$ cat config.mk
export PLATFORM = sky130hd
export DESIGN_NAME = reg_file_sb
export DESIGN_NICKNAME = d
export VERILOG_FILES = /design/src/rtl/reg_file_sb_pkg.sv /design/src/rtl/reg_file_sb_counter.sv /design/src/rtl/reg_file_sb.sv
export SDC_FILE = /design/constraint.sdc
export NUM_CORES = 2
export LEC_CHECK = 0
export CAP_MARGIN = 20
export CORE_MARGIN = 3
export CORE_UTILIZATION = 55
export DETAILED_ROUTE_END_ITERATION = 10
export GPL_ROUTABILITY_DRIVEN = 0
export PLACE_DENSITY_LB_ADDON = 0.08
export SKIP_LAST_GASP = 1
export SYNTH_ARGS = -nofsm -noshare
export SYNTH_HDL_FRONTEND = slang
export SYNTH_SLANG_ARGS = --single-unit
$ cat constraint.sdc
create_clock -name clk -period 4.6 [get_ports clk]
set_input_delay 0.92 -clock clk [delete_from_list [all_inputs] [get_ports clk]]
set_output_delay 0.92 -clock clk [all_outputs]
set_load 0.01 [all_outputs]
$ cat src/rtl/reg_file_sb_pkg.sv
// Shared defaults and constants for the scoreboarded register file.
package reg_file_sb_pkg;
  localparam int          DATA_W_DEF   = 32;
  localparam int          ADDR_W_DEF   = 5;
  localparam logic [31:0] ZERO_WORD    = 32'h0;
  localparam logic        WRITE_ENABLE = 1'b1;
  localparam logic        READ_ENABLE  = 1'b1;
endpackage

$ cat src/rtl/reg_file_sb_counter.sv
// Saturating up/down in-flight counter for one register.
// A decrement only takes effect while the count is non-zero.
module sb_counter #(
  parameter int CNT_W = 2
) (
  input  logic             clk,
  input  logic             rst,
  input  logic             inc,
  input  logic             dec,
  input  logic             clr,
  output logic [CNT_W-1:0] cnt,
  output logic             nz
);
  localparam logic [CNT_W-1:0] CNT_MAX = {CNT_W{1'b1}};

  assign nz = (cnt != '0);

  always_ff @(posedge clk) begin
    if (rst || clr) begin
      cnt <= '0;
    end else begin
      case ({inc, dec && nz})
        2'b10:   if (cnt != CNT_MAX) cnt <= cnt + 1'b1;
        2'b01:   cnt <= cnt - 1'b1;
        default: cnt <= cnt;
      endcase
    end
  end
endmodule

$ cat src/rtl/reg_file_sb.sv
// Multi-read-port register file with write-to-read bypass and a per-register
// pending-write scoreboard used by decode to raise hazard stalls.
module reg_file_sb
  import reg_file_sb_pkg::*;
#(
  parameter int DATA_W   = DATA_W_DEF,
  parameter int ADDR_W   = ADDR_W_DEF,
  parameter int NUM_RD   = 2,
  parameter int CNT_W    = 2,
  parameter bit ZERO_REG = 1'b1
) (
  input  logic                     clk,
  input  logic                     rst,
  input  logic                     we,
  input  logic [ADDR_W-1:0]        waddr,
  input  logic [DATA_W-1:0]        wdata,
  input  logic [NUM_RD-1:0]        re,
  input  logic [NUM_RD*ADDR_W-1:0] raddr,
  output logic [NUM_RD*DATA_W-1:0] rdata,
  output logic [NUM_RD-1:0]        rbusy,
  output logic                     stall,
  input  logic                     iss_valid,
  input  logic [ADDR_W-1:0]        iss_addr,
  output logic                     iss_ready,
  input  logic                     flush,
  output logic                     err
);
  localparam int               DEPTH   = 2**ADDR_W;
  localparam logic [CNT_W-1:0] CNT_MAX = {CNT_W{1'b1}};
  localparam logic [CNT_W-1:0] CNT_ONE = CNT_W'(1);

  logic [DATA_W-1:0] regs [DEPTH];
  logic [CNT_W-1:0]  cnt  [DEPTH];
  logic [DEPTH-1:0]  nz, inc, dec;
  logic              w_live, iss_fire;

  function automatic logic is_zero(input logic [ADDR_W-1:0] a);
    return ZERO_REG && (a == '0);
  endfunction

  // Issue handshake: an issue is accepted only in a cycle where
  // iss_valid && iss_ready; while iss_ready is low ID holds iss_addr.
  assign w_live    = (we == WRITE_ENABLE) && !is_zero(waddr);
  assign iss_ready = !rst && ((cnt[iss_addr] != CNT_MAX) || (we && (waddr == iss_addr)));
  assign iss_fire  = iss_valid && iss_ready && !is_zero(iss_addr);

  for (genvar g = 0; g < DEPTH; g++) begin : g_cnt
    assign inc[g] = iss_fire && (iss_addr == ADDR_W'(g));
    assign dec[g] = w_live && (waddr == ADDR_W'(g));
    sb_counter #(.CNT_W(CNT_W)) u_cnt (
      .clk (clk),
      .rst (rst),
      .inc (inc[g]),
      .dec (dec[g]),
      .clr (flush),
      .cnt (cnt[g]),
      .nz  (nz[g])
    );
  end

  always_ff @(posedge clk) begin
    if (rst) begin
      for (int i = 0; i < DEPTH; i++) regs[i] <= '0;
    end else if (w_live) begin
      regs[waddr] <= wdata;
    end
  end

  // Flush does not mask the orphan check: the write itself still happens.
  always_ff @(posedge clk) begin
    if (rst) err <= 1'b0;
    else if (w_live && !nz[waddr]) err <= 1'b1;
  end

  for (genvar p = 0; p < NUM_RD; p++) begin : g_rd
    logic [ADDR_W-1:0] ra;
    logic              hit;
    logic [DATA_W-1:0] rd;

    assign ra  = raddr[p*ADDR_W +: ADDR_W];
    assign hit = we && (waddr == ra);

    always_comb begin
      rd = '0;
      if (!rst && (re[p] == READ_ENABLE) && !is_zero(ra)) rd = hit ? wdata : regs[ra];
    end

    // A pending write that retires this cycle is satisfied by the bypass.
    assign rbusy[p] = !rst && re[p] && nz[ra] && !(hit && (cnt[ra] == CNT_ONE));
    assign rdata[p*DATA_W +: DATA_W] = rd;
  end

  assign stall = |rbusy;
endmodule

# == Word level (Yosys, flattened, before mapping) ==
# Memories as Yosys holds them, arrays and structs flattened.
# Index checks and enable logic that the tools add are counted.
# totals
register_bits,65
mem_bits_ro,0
latch_bits,0
output_inout_bits,69
elab_cells,620
mem_count,1
ramBits,1024
# mem_list
memory,depth,width,read_ports,rd_ports_with_merged_regs,wr,line_no,rtl
regs,32,32,2,0,32,reg_file_sb.sv:32,logic [DATA_W-1:0] regs [DEPTH];
# op_classes
eq_ne,196
bitwise,3
addsub,64
n_div,0
muxes,91
shifts,0
reduce_logical,226
n_lt_le_gt_ge,6
multipliers,0
# op_table
op,n
"equality test 5 bit, second input constant",32
2-to-1 mux 32 bit,5
one-hot mux 2 bit (2 select lines),32
nonzero test 2 bit,64
logical AND 1 bit,114
"equality test 5 x 4 -> 1 bit, second input constant",16
2-to-1 mux 2 bit,38
"equality test 2 x 1 -> 1 bit, second input constant",34
"inequality test 2 bit, second input constant",33
"adder 2 x 1 -> 2 bit, second input constant",32
"equality test 2 bit, second input constant",32
"inequality test 2 x 1 -> 1 bit, second input constant",32
AND reduction 2 bit,32
"subtractor 2 x 1 -> 2 bit, second input constant",32
"equality test 5 x 3 -> 1 bit, second input constant",8
OR reduction 32 bit,1
binary-select mux 2 bit (select 5 bit),3
"equality test 5 x 2 -> 1 bit, second input constant",4
zero test 5 bit,4
">= comparator 6 bit, second input constant",3
"less-than comparator 5 x 6 -> 1 bit, second input constant",3
inverter 5 -> 6 bit,3
binary-select mux 1 bit (select 5 bit),3
equality test 5 bit,3
other kinds (6),23

# == Longest topological paths before layout ==
# depth
ltp_word,13
depth_mapped,14

# == Hierarchy ==
# From an unflattened synthesis, not the netlist that was laid out.
# unflattened
hier_cells,4366
hier_area_um2,61509.0
# by_module_without_submodules
mod,seq_area_each_um2,cells_each,instances,area_each_um2
reg_file_sb,30769.5,3918,1,57665.3
sb_counter,40.0,14,32,120.1

# == Worst setup path after synthesis ==
# Ideal clock, no wire load.
# synth_timing
path_type,input-to-output
from,input port raddr[5]
to,output port rdata[33]
arrival_time_ps,3183
setup_slack_ps,497
cell_stages,7
required_ps,3680
cell_sequence,clkbuf_1 -> clkbuf_1 -> buf_1 -> mux4_2 -> mux4_2 -> mux2i_1 -> a211oi_1
# synth_between
elab_chain_len,4
elab_cells_between_ends,8
# synth_rtl
element,line_no,rtl
from (decl),reg_file_sb.sv:18,"input logic [NUM_RD*ADDR_W-1:0] raddr,"
"parallel branches: the longest is 3 deep, another holds memory (32 x 32 bit)",n/a,
2-to-1 mux 32 bit *,reg_file_sb.sv:85,if (!rst && (re[p] == READ_ENABLE) && !is_zero(ra)) rd = hit ? wdata : regs[ra];
to (decl),reg_file_sb.sv:19,"output logic [NUM_RD*DATA_W-1:0] rdata,"
# Mark *: on every way between the ends.

# == Worst setup path after layout ==
# layout_timing
from,input port waddr[3]
to,output port rdata[31]
# layout_between
elab_chain_len,4
# layout_rtl
element,line_no,rtl
from (decl),reg_file_sb.sv:15,"input logic [ADDR_W-1:0] waddr,"
equality test 5 bit,reg_file_sb.sv:81,assign hit = we && (waddr == ra);
logical AND 1 bit,reg_file_sb.sv:81,
2-to-1 mux 32 bit (2 in a row),reg_file_sb.sv:85,
# No other way between the ends.

==> qor.csv <==
metric;value;unit
synthCells;4156;
drt_first_pass_iters;6;
finalHoldWorstSlack;498;ps
synthFlopType;edfxtp_1;
critPathLaunchType;input pin;
dieArea;116000;sq um
grt_max_degree;107;
reg2reg_slack;1420;ps
drc;0;
grt_pass1_wl;299000;um
busiest_layer;met2;
met3_usage;9.11;%
synth_top_area_share;50.1;%
core-area;110000;sq um
io_buffers;127;
final_period_minus_worst_setup_slack;4660;ps
period_share;101;%
pre_cts_slack;-379;ps
synth-warning-count;0;
pin_count;128;
synthTopCellsByArea;edfxtp_1 50%, mux4_2 25%, and2_1 10%;
ys_ff_latch;1089;
maxCapViolCount;0;
num_vias;41700;
die_w;340;um
layoutNonFillerInstCount;5921;
max-clock-path-buffers;3;
cp-end-kind;output pin;
grt-ovfl-total;0;
globalRouteMet1Util;50.3;%
numCtsBuffers;118;
final_hold_viol_count;0;
worst_pin_slew;955;ps
switching_share;24.4;%
nFillCells;7844;
mostFrequentLayoutCell;edfxtp_1;
die_h;340;um
synth_cell_types;66;
grt.total_usage;36.6;%
setup_violations;1;
hold_class;flop to flop;
grt_pass1_vias;40500;
violations;setup timing;
start_util;55.9;%
cp_max_fo;6;
antenna_found_initial;18;
multi_input_area;27900;sq um
insertion_delay;710;ps
cts_tree;done;
slew_viol_final;0;
outcome;finished, violations left;
seqPwrFrac;46.8;%
avgSynthCellArea;14.8;sq um
path_clk_slew;60;ps
hpwlAfterDp;127000;um
cts_sinks;1089;
via_per_inst;7.04;
mostFrequentLayoutCells;1024 x edfxtp_1, 1002 x and2_1, 689 x mux4_2, 214 x buf_4, 160 x nor2_1;
row_count;121;
root_buffer;clkbuf_16;
worstPathArrival;3740;ps
drive_gt1_share;29.7;%
fmax;215;MHz
routedWlPerCell;35.6;um
slew_headroom;36.3;%
htree_levels;3;
finalWirelength;211000;um
syn_area;61400;sq um
synth_top_area_cell;edfxtp_1;
dp_cells;5688;
fin_worst_skew;21.1;ps
synth-edff-count;1024;
critPathKind;input pin to output pin;
cts.repair_timing.setup_buffer_count;0;
rsz0062_at_grt;true;
setup_slack;-61.5;ps
cellLeakagePower;24.2;nW
async_flop_share;0;%
clockPowerShare;39.9;%
drtIter0Drc;6368;
yosysSeqAreaShare;52.2;%
p_comb_share;13.3;%
syn_to_final_growth;16.2;%
intPower;18.8;mW
use_met2;56.6;%
power_density;348;nW/um^2
drt.antenna.violating_nets;0;
fin_nets;4392;
ir_drop;0.297;mV
hold_buffers;0;
cp.required;3680;ps
p_switching;6.06;mW
seq_area;32100;sq um
flip-flops by register name, indices dropped and copies added (netlist names):
signal and count:
g_cnt.u_cnt.cnt 64, regs 1024, err 1
layer usage:
metal / share of wire, % / vias to the layer above
met4: 4.5 / 4
met3: 13 / 576
met1: 36 / 21400
li1: - / 16500
met5: 0.0090 / -
met2: 47 / 3162
area by class of cell:
class | instances | area share, %
multi-input combinational | 2627 | 39.1
sequential | 1089 | 44.9
clock buffer | 146 | 4.36
antenna | 13 | 0.0456
inverter | 31 | 0.170
tap | 1476 | 2.59
clock inverter | 74 | 1.21
timing repair buffer | 465 | 7.56
through the flow:
stage,utilization (%),power (mW),cell area (sq um),TNS [ps]
2_1_floorplan,-,13.6,61500,0
4_1_cts,64.9,24.8,71300,0
3_3_place_gp,61.3,15.0,67300,-1590
6_report,65.0,24.8,71300,-61.5
5_1_grt,64.9,25.4,71300,-49.6
3_5_place_dp,61.3,15.1,67300,-1490
synth_stat cells, drive strengths merged (18+ instances only):
cell	count
nor2	180
mux2i	82
o31ai	24
mux4	689
edfxtp	1024
clkbuf	344
a211oi	77
nor2b	24
dfxtp	65
inv	31
o21ai	51
nand2	81
a21oi	50
or2	26
nand3	18
nor4	25
buf	96
and2	1002
nor3b	22
nor3	66
worst max-delay path: stages:
cell and delay, ps:
clkdlybuf4s50_1 500, xor2_1 240, nor4_1 90, buf_4 150, nand3_4 70, buf_4 160
nor2_1 60, a211oi_1 700, clkdlybuf4s50_1 850
cells by family (layout without fill, tap and decap cells):
logic type / Yosys count / count (layout) / share of synthesized area, %
AOI/OAI and AO/OA: 303 / 303 / 3.48
xor gates and xnor gates: 17 / 17 / 0.243
adders and majority gates: 1 / 1 / 0.0204
buffers and inverters: 471 / 716 / 2.99
DFF: 1089 / 1089 / 52.2
muxes: 785 / 785 / 26.9
other: 1 / 45 / 0.00611
and+or+nand+nor: 1489 / 1489 / 14.2
timing repair:
action | 4_1_cts | 5_1_grt
gates resized for setup | 11 | 7
setup endpoints to repair | 24 | 10
pin swaps | 1 | 1
worst paths after layout:
kind              cells after the start                      to                  start
setup / recovery                      9               rdata[31]               waddr[3]
hold / removal                        2   g_cnt[0].u_cnt.cnt[1]  g_cnt[0].u_cnt.cnt[1]
setup reg to reg                      9  g_cnt[18].u_cnt.cnt[0]  g_cnt[2].u_cnt.cnt[1]
hold reg to reg                       2   g_cnt[0].u_cnt.cnt[1]  g_cnt[0].u_cnt.cnt[1]
power groups by stage:
| stage | Clock, mW | Sequential [mW] | Combinational (mW) |
|---|---|---|---|
| 2_1_floorplan | 0 | 11.7 | 1.87 |
| 3_3_place_gp | 0 | 11.8 | 3.23 |
| 3_5_place_dp | 0 | 11.8 | 3.25 |
| 4_1_cts | 9.98 | 11.6 | 3.27 |
| 5_1_grt | 10.4 | 11.7 | 3.40 |
| 6_report | 9.92 | 11.6 | 3.31 |
(Power assumes the default switching activity.)
